File: config.mk
export PLATFORM = sky130hd
export DESIGN_NAME = dmem_access_arbiter
export DESIGN_NICKNAME = d
export VERILOG_FILES = /design/src/rtl/dmem_access_arbiter.sv
export SDC_FILE = /design/constraint.sdc
export NUM_CORES = 1
export LEC_CHECK = 0
export CAP_MARGIN = 10
export CORE_MARGIN = 5
export CORE_UTILIZATION = 42
export DETAILED_ROUTE_END_ITERATION = 12
export PLACE_DENSITY = 0.95
export SETUP_SLACK_MARGIN = 0.2
export SLEW_MARGIN = 20
export SYNTH_ARGS = -nofsm -noshare
export SYNTH_HDL_FRONTEND = slang
export SYNTH_SLANG_ARGS = --single-unit
File: constraint.sdc
create_clock -name clk -period 6.2 [get_ports clk]
set_clock_uncertainty 0.2 [all_clocks]
set_input_delay 1.55 -clock clk [delete_from_list [all_inputs] [get_ports clk]]
set_output_delay 1.55 -clock clk [all_outputs]
set_load 0.005 [all_outputs]
File: src/rtl/dmem_access_arbiter.sv
// dmem_access_arbiter
// Shares the single-port data memory between the CPU load/store unit (port 0)
// and the DMA/loader (port 1). Round-robin grant, one request in flight at a
// time: IDLE (accept) -> ACCESS (drive memory) -> RESP (one-cycle strobe).
// Misaligned or invalid-mode requests are faulted locally and never write.
module dmem_access_arbiter #(
   parameter int DMEM_DATA_WIDTH = 32,
   parameter int DMEM_ADDR_WIDTH = 12
) (
   input  logic                           clk,
   input  logic                           rst,
   input  logic [1:0]                     req_valid,
   output logic [1:0]                     req_ready,
   input  logic [1:0]                     req_we,
   input  logic [3:0]                     req_mode,
   input  logic [2*DMEM_ADDR_WIDTH-1:0]   req_addr,
   input  logic [2*DMEM_DATA_WIDTH-1:0]   req_wdata,
   output logic [1:0]                     rsp_valid,
   output logic                           rsp_err,
   output logic [DMEM_DATA_WIDTH-1:0]     rsp_rdata,
   output logic                           mem_wr_en,
   output logic [1:0]                     mem_rw_mode,
   output logic [DMEM_ADDR_WIDTH-1:0]     mem_addr,
   output logic [DMEM_DATA_WIDTH-1:0]     mem_w_data,
   input  logic [DMEM_DATA_WIDTH-1:0]     mem_r_data,
   output logic                           busy
);

   // rw_mode encodings shared with data_memory; 2'b11 is not a legal mode
   localparam logic [1:0] MODE_BYTE = 2'b00;
   localparam logic [1:0] MODE_HALF = 2'b01;
   localparam logic [1:0] MODE_WORD = 2'b10;

   typedef enum logic [1:0] {
      ST_IDLE   = 2'b00,
      ST_ACCESS = 2'b01,
      ST_RESP   = 2'b10
   } state_t;

   state_t                       state_r;
   state_t                       next_state_s;
   logic                         last_grant_r;
   logic                         grant_s;
   logic                         accept_s;
   logic                         grant_r;
   logic                         we_r;
   logic [1:0]                   mode_r;
   logic [DMEM_ADDR_WIDTH-1:0]   addr_r;
   logic [DMEM_DATA_WIDTH-1:0]   wdata_r;
   logic                         fault_s;

   // Alignment / mode legality of a request
   function automatic logic access_fault(input logic [1:0] mode, input logic [1:0] addr_lsb);
      logic f;
      case (mode)
         MODE_BYTE: f = 1'b0;
         MODE_HALF: f = addr_lsb[0];
         MODE_WORD: f = |addr_lsb;
         default:   f = 1'b1;
      endcase
      return f;
   endfunction

   // Keep only the bytes the access mode actually returns (zero-extension)
   function automatic logic [DMEM_DATA_WIDTH-1:0] zero_extend(input logic [1:0] mode,
                                                              input logic [DMEM_DATA_WIDTH-1:0] data);
      logic [DMEM_DATA_WIDTH-1:0] mask;
      case (mode)
         MODE_BYTE: mask = {{(DMEM_DATA_WIDTH-8){1'b0}}, {8{1'b1}}};
         MODE_HALF: mask = {{(DMEM_DATA_WIDTH-16){1'b0}}, {16{1'b1}}};
         MODE_WORD: mask = {DMEM_DATA_WIDTH{1'b1}};
         default:   mask = {DMEM_DATA_WIDTH{1'b0}};
      endcase
      return data & mask;
   endfunction

   assign fault_s = access_fault(mode_r, addr_r[1:0]);
   assign busy    = (state_r != ST_IDLE);

   // Round-robin pick: sole valid port, or the port not granted last time
   always_comb begin
      grant_s  = 1'b0;
      accept_s = 1'b0;
      if (req_valid == 2'b11) begin
         grant_s = ~last_grant_r;
      end else begin
         grant_s = req_valid[1];
      end
      if ((state_r == ST_IDLE) && (|req_valid) && !rst) begin
         accept_s = 1'b1;
      end else begin
         accept_s = 1'b0;
      end
   end

   // Next-state and handshake decode
   always_comb begin
      next_state_s = state_r;
      req_ready    = 2'b00;
      case (state_r)
         ST_IDLE: begin
            if (accept_s) begin
               req_ready[grant_s] = 1'b1;
               next_state_s       = ST_ACCESS;
            end else begin
               next_state_s = ST_IDLE;
            end
         end
         ST_ACCESS: next_state_s = ST_RESP;
         ST_RESP:   next_state_s = ST_IDLE;
         default:   next_state_s = ST_IDLE;
      endcase
   end

   // Memory-side drive and response strobe, decoded from state and latched request
   always_comb begin
      mem_wr_en   = 1'b0;
      mem_rw_mode = MODE_WORD;
      mem_addr    = {DMEM_ADDR_WIDTH{1'b0}};
      mem_w_data  = {DMEM_DATA_WIDTH{1'b0}};
      rsp_valid   = 2'b00;
      rsp_err     = 1'b0;
      case (state_r)
         ST_ACCESS: begin
            mem_addr   = addr_r;
            mem_w_data = wdata_r;
            // reset aborts the access in the very cycle it is raised
            mem_wr_en  = we_r & ~fault_s & ~rst;
            // a faulting load is downgraded to BYTE so memory sees a legal read
            if (fault_s && !we_r) begin
               mem_rw_mode = MODE_BYTE;
            end else begin
               mem_rw_mode = mode_r;
            end
         end
         ST_RESP: begin
            if (!rst) begin
               rsp_valid[grant_r] = 1'b1;
               rsp_err            = fault_s;
            end else begin
               rsp_valid = 2'b00;
               rsp_err   = 1'b0;
            end
         end
         default: begin
            mem_wr_en = 1'b0;
         end
      endcase
   end

   // State register, request latch on handshake, load data capture after ACCESS
   always_ff @(posedge clk) begin
      if (rst) begin
         state_r      <= ST_IDLE;
         last_grant_r <= 1'b1;
         grant_r      <= 1'b0;
         we_r         <= 1'b0;
         mode_r       <= MODE_WORD;
         addr_r       <= {DMEM_ADDR_WIDTH{1'b0}};
         wdata_r      <= {DMEM_DATA_WIDTH{1'b0}};
         rsp_rdata    <= {DMEM_DATA_WIDTH{1'b0}};
      end else begin
         state_r <= next_state_s;
         if (accept_s) begin
            last_grant_r <= grant_s;
            grant_r      <= grant_s;
            we_r         <= req_we[grant_s];
            mode_r       <= grant_s ? req_mode[3:2] : req_mode[1:0];
            addr_r       <= grant_s ? req_addr[2*DMEM_ADDR_WIDTH-1:DMEM_ADDR_WIDTH]
                                    : req_addr[DMEM_ADDR_WIDTH-1:0];
            wdata_r      <= grant_s ? req_wdata[2*DMEM_DATA_WIDTH-1:DMEM_DATA_WIDTH]
                                    : req_wdata[DMEM_DATA_WIDTH-1:0];
         end
         if (state_r == ST_ACCESS) begin
            if (we_r || fault_s) begin
               rsp_rdata <= {DMEM_DATA_WIDTH{1'b0}};
            end else begin
               rsp_rdata <= zero_extend(mode_r, mem_r_data);
            end
         end
      end
   end

endmodule

# Word level (Yosys, flattened, before mapping)
# Index checks and enable logic that the tools add are counted.
# totals
ff_bits,83
elab_cells,66
# classes
n_eq_ne,5
order_cmp,4
reduce_logical,13
n_mux,30
bitwise_logic,6
# ops
cell,n
$mux 32,6
$pmux 32 s3,1
$and 32x32->32,1
$mux 12,2
$mux 2,7
$mux 1,10
$eq 2x2->1 const B,3
$logic_and 1x1->1,5
$eq 2x1->1 const B,2
$logic_not 2->1,2
$lt 1x2->1 const B,2
$pmux 2 s2,1
$reduce_or 2->1,2
$not 1->1,3
$pmux 1 s3,1
$and 1x1->1,2
$demux 1 s1,2
$ge 1x1->1 const B,2
$logic_not 1->1,2
$reduce_bool 2->1,1
$logic_or 1x1->1,1

# Depth between registers and ports, before layout
# logic_depth
depth_word,8
depth_mapped,6

# Worst setup path before layout
# Ideal clock, no wire load.
# synth_path
path_kind,input-to-output
from,input req_valid[1]
to,output req_ready[1]
setup_slack_ns,2.193
arrival_time_ns,2.257
path_stages,4
t_required_ns,4.450
cell_sequence,a21boi_1 buf_2 buf_2 and2_1
# synth_between
elab_chain_cells,8
word_cells_on_any_way,13
cone_classes,order compare (2); eq/ne (1); mux (6); reduce/logical (4)
# synth_lines
item,line_no,rtl
"start, declared",12,"input logic [1:0] req_valid,"
$eq 2x2->1,84,if (req_valid == 2'b11) begin
$mux 1,84,
$lt 1x2->1 (not written as such) or $ge 1x1->1 (tied branches),103,req_ready[grant_s] = 1'b1;
$logic_and 1x1->1 (not written as such),103,
$mux 1 (not written as such),103,
$demux 1 s1,103,
$mux 2 *,102,if (accept_s) begin
$mux 2 *,100,case (state_r)
"end, declared",13,"output logic [1:0] req_ready,"
# Mark *: on every way between the ends. The rest lies on a longest branch, timed or not.

# Final worst setup path
# layout_path
from,input req_valid[0]
to,output req_ready[0]
# Same word-level chain as after synthesis.

==> results_dict.tcl <==
set metrics [dict create \
    yosysSeqAreaShare_pct 42.87 \
    r2r_cells 5 \
    cp_cell_sequence "clkdlybuf4s50_1, and3_4, clkdlybuf4s50_1" \
    dpl.hpwl_um 9492 \
    ios 215 \
    synth_area_sq_um 3876 \
    gp_congestion 0.8253 \
    critical_path.slowest_cell "clkdlybuf4s50_1" \
    vias 4063 \
    min_to "rsp_rdata[2]" \
    antenna_cells 0 \
    ff2ff_setup_slack_ns 3.60 \
    cts_root_buf "clkbuf_8" \
    die_h_um 106.1 \
    die_w_um 106.1 \
    grt_pass1_vias 4147 \
    clk_pin_slew_ns 0.07 \
    initial_core_util_pct 42.55 \
    cts_tree "built" \
    antenna_found_initial 0 \
    final-max-slew-violation-count 0 \
    outcome "complete, no violations" \
    crit_arrival_ns 3.54 \
    relSlewSlack_pct 39.72 \
    syn_inst 419 \
    htreeDepth 3 \
    setup_viol 0 \
    synth_cell_type_count 34 \
    area_delta_synth_final_pct 59.10 \
    end_kind "output pin" \
    cts_sinks 83 \
    drt-pass1-iter-count 5 \
    syn_avg_cell_area_sq_um 9.251 \
    final_nets 738 \
    viasPerCell 5.651 \
    worstPathRequired_ns 4.45 \
    cp_common_cell "clkdlybuf4s50_1" \
    drive_above_1_share_pct 4.605 \
    tightest_slew_ns 0.9026 \
    cp_top_family "buffers and inverters" \
    portBuffers 214 \
    power_density_nw_per_um2 209.7 \
    path_class "input port to output pin" \
    cts_hold_buf 0 \
    cts_setup_buffers 0 \
    synth_seq_cells 83 \
    cellLeakagePower_nw 2.349 \
    numCtsBuffers 9 \
    r2r-start "mode_r[0]" \
    yosysWarningCount 0 \
    rsz0062_at_grt "false" \
    achievable-frequency_mhz 189.0 \
    grt_usage_pct 22.58 \
    peakVddDrop_mv 0.1157 \
    grt-ovfl-total 0 \
    drc 0 \
    routed_wl_um 13130 \
    wl_per_cell_um 18.26 \
    dieArea_sq_um 11250 \
    drtAntennaViolNets 0 \
    rows 35 \
    fin_crit_ns 5.292 \
    whs_ns 0.2549 \
    min_from "rsp_rdata[2]" \
    cts_resized 0 \
    hold-path-cell-count 2 \
    drv_cap 0 \
    clock_latency_ns 0.34 \
    r2r-end "rsp_rdata[28]" \
    drt-initial-drc-count 203 \
    core-area_sq_um 9109 \
    path_buf_inv 2 \
    finalSetupTns_ns 0 \
    slowest_delay_ns 0.79 \
    grt_max_degree 58 \
    report.final.hold_viol_count 0 \
    syn_nets 553 \
    cts_buffer_depth 2 \
    worstSetupStartpointType "input port" \
    finalCritPeriodShare_pct 85.35 \
    hold_class "flip-flop to flip-flop" \
    cp_max_fo 40 \
    grt_pass1_wl_um 20790 \
]
==> synthesized netlist by cell type <==
library cell | number | share of area [%]
o21ai_1 | 25 | 3.2
o21ai_0 | 9 | 1.2
o21ba_1 | 1 | 0.26
nor3_2 | 2 | 0.52
buf_6 | 8 | 2.3
nand2_1 | 10 | 0.97
a21o_1 | 1 | 0.19
nand2b_1 | 1 | 0.16
nand2b_4 | 1 | 0.35
a211oi_2 | 1 | 0.32
nor4_1 | 1 | 0.16
inv_1 | 4 | 0.39
nand3_1 | 9 | 1.2
a221o_1 | 38 | 9.8
clkbuf_1 | 32 | 3.1
nor2b_1 | 2 | 0.32
buf_2 | 6 | 0.77
clkinv_1 | 1 | 0.097
nor2_1 | 6 | 0.58
and3_4 | 1 | 0.29
nand3b_1 | 44 | 8.5
and2_1 | 45 | 7.3
dfxtp_1 | 83 | 43
ha_1 | 4 | 1.3
nand4b_1 | 1 | 0.23
o2111ai_1 | 10 | 2.3
a21boi_1 | 1 | 0.19
and3_1 | 38 | 6.1
a31oi_1 | 8 | 1.3
nor3_1 | 4 | 0.52
nand4_1 | 9 | 1.5
or3b_1 | 1 | 0.23
or2_1 | 1 | 0.16
a21oi_1 | 11 | 1.4
==> logic make-up after synthesis <==
group	Yosys count	share of synthesized area, %
AO/OA/AOI/OAI	105	20.14
buffers and inverters	51	6.682
AND/OR/NAND/NOR	176	29.02
flip-flops	83	42.87
adder cells (fa/ha/maj)	4	1.291
==> worst min-delay path: cells and delay by family, from the launching register on <==
family | cells | cell delay (ns)
and+or+nand+nor | 1 | 0.05
AOI/OAI and AO/OA | 1 | 0.05
DFF | 1 | 0.31
==> how the worst max path moves through the flow <==
| stage | start | to | slack, ns | cells past startpoint |
|---|---|---|---|---|
| 6_report | req_valid[0] | req_ready[0] | 0.91 | 3 |
| 5_1_grt | req_valid[0] | req_ready[0] | 0.81 | 3 |
| 4_1_cts | req_valid[0] | req_ready[0] | 0.90 | 3 |
| 3_5_place_dp | req_valid[0] | req_ready[0] | 0.91 | 3 |
| 3_3_place_gp | req_valid[0] | req_ready[0] | 0.95 | 3 |
| 2_1_floorplan | req_valid[1] | req_ready[1] | 2.19 | 4 |
==> report_power, final <==
| part | internal [W] | total [W] | leakage, nW | switching, W |
|---|---|---|---|---|
| logic | 0.000169 | 0.000304 | 1.57 | 0.000135 |
| clock network | 0.000195 | 0.000385 | 0.0954 | 0.000190 |
| registers | 0.000576 | 0.000604 | 0.680 | 0.0000276 |
==> cell type report <==
class	instances	area, sq um
fill	701	2942
timing repair buffer	220	2182
multi-input combinational	285	1973
sequential	83	1662
clock buffer	11	141.4
tap	111	138.9
clock inverter	4	51.30
inverter	5	18.77
==> layout by cell type (no fill, tap or decap), drive strengths merged, types with 2 or more instances in the layout <==
| cell type | instances |
|---|---|
| clkdlybuf4s50 | 213 |
| dfxtp | 83 |
| and2 | 45 |
| nand3b | 44 |
| and3 | 39 |
| a221o | 38 |
| o21ai | 34 |
| a21oi | 11 |
| clkbuf | 11 |
| nand2 | 10 |
| o2111ai | 10 |
| nand4 | 9 |
| nand3 | 9 |
| a31oi | 8 |
| buf | 7 |
| nor2 | 6 |
| nor3 | 6 |
| inv | 4 |
| ha | 4 |
| clkinv | 3 |
| nor2b | 2 |
| nand2b | 2 |
==> flip-flops by register name, indices dropped and copies added (netlist names) <==
register	flops
we_r	1
addr_r	12
last_grant_r	1
wdata_r	32
mode_r	2
state_r	2
grant_r	1
rsp_rdata	32
==> per-layer routing <==
layer,wire (um),up-vias,GRT usage [%],part of all wire [%]
li1,-,1926,-,-
met1,5270,1914,25.69,40
met2,6427,198,39.71,49
met3,1151,25,7.347,8.8
met4,279,0,7.771,2.1
met5,0,-,0,0
==> stage by stage <==
step	setup slack [ns]	std cells	power [W]	instance area, sq um	utilization (%)
after floorplan	2.193	419	0.0007546	3876	-
after global placement	0.9482	704	0.0009074	5974	65.59
after detailed placement	0.9068	704	0.0009192	5974	65.59
after CTS	0.9033	719	0.001305	6167	67.71
after global routing	0.8116	719	0.001356	6167	67.71
final	0.9082	719	0.001293	6167	67.71
(Power assumes the default switching activity.)
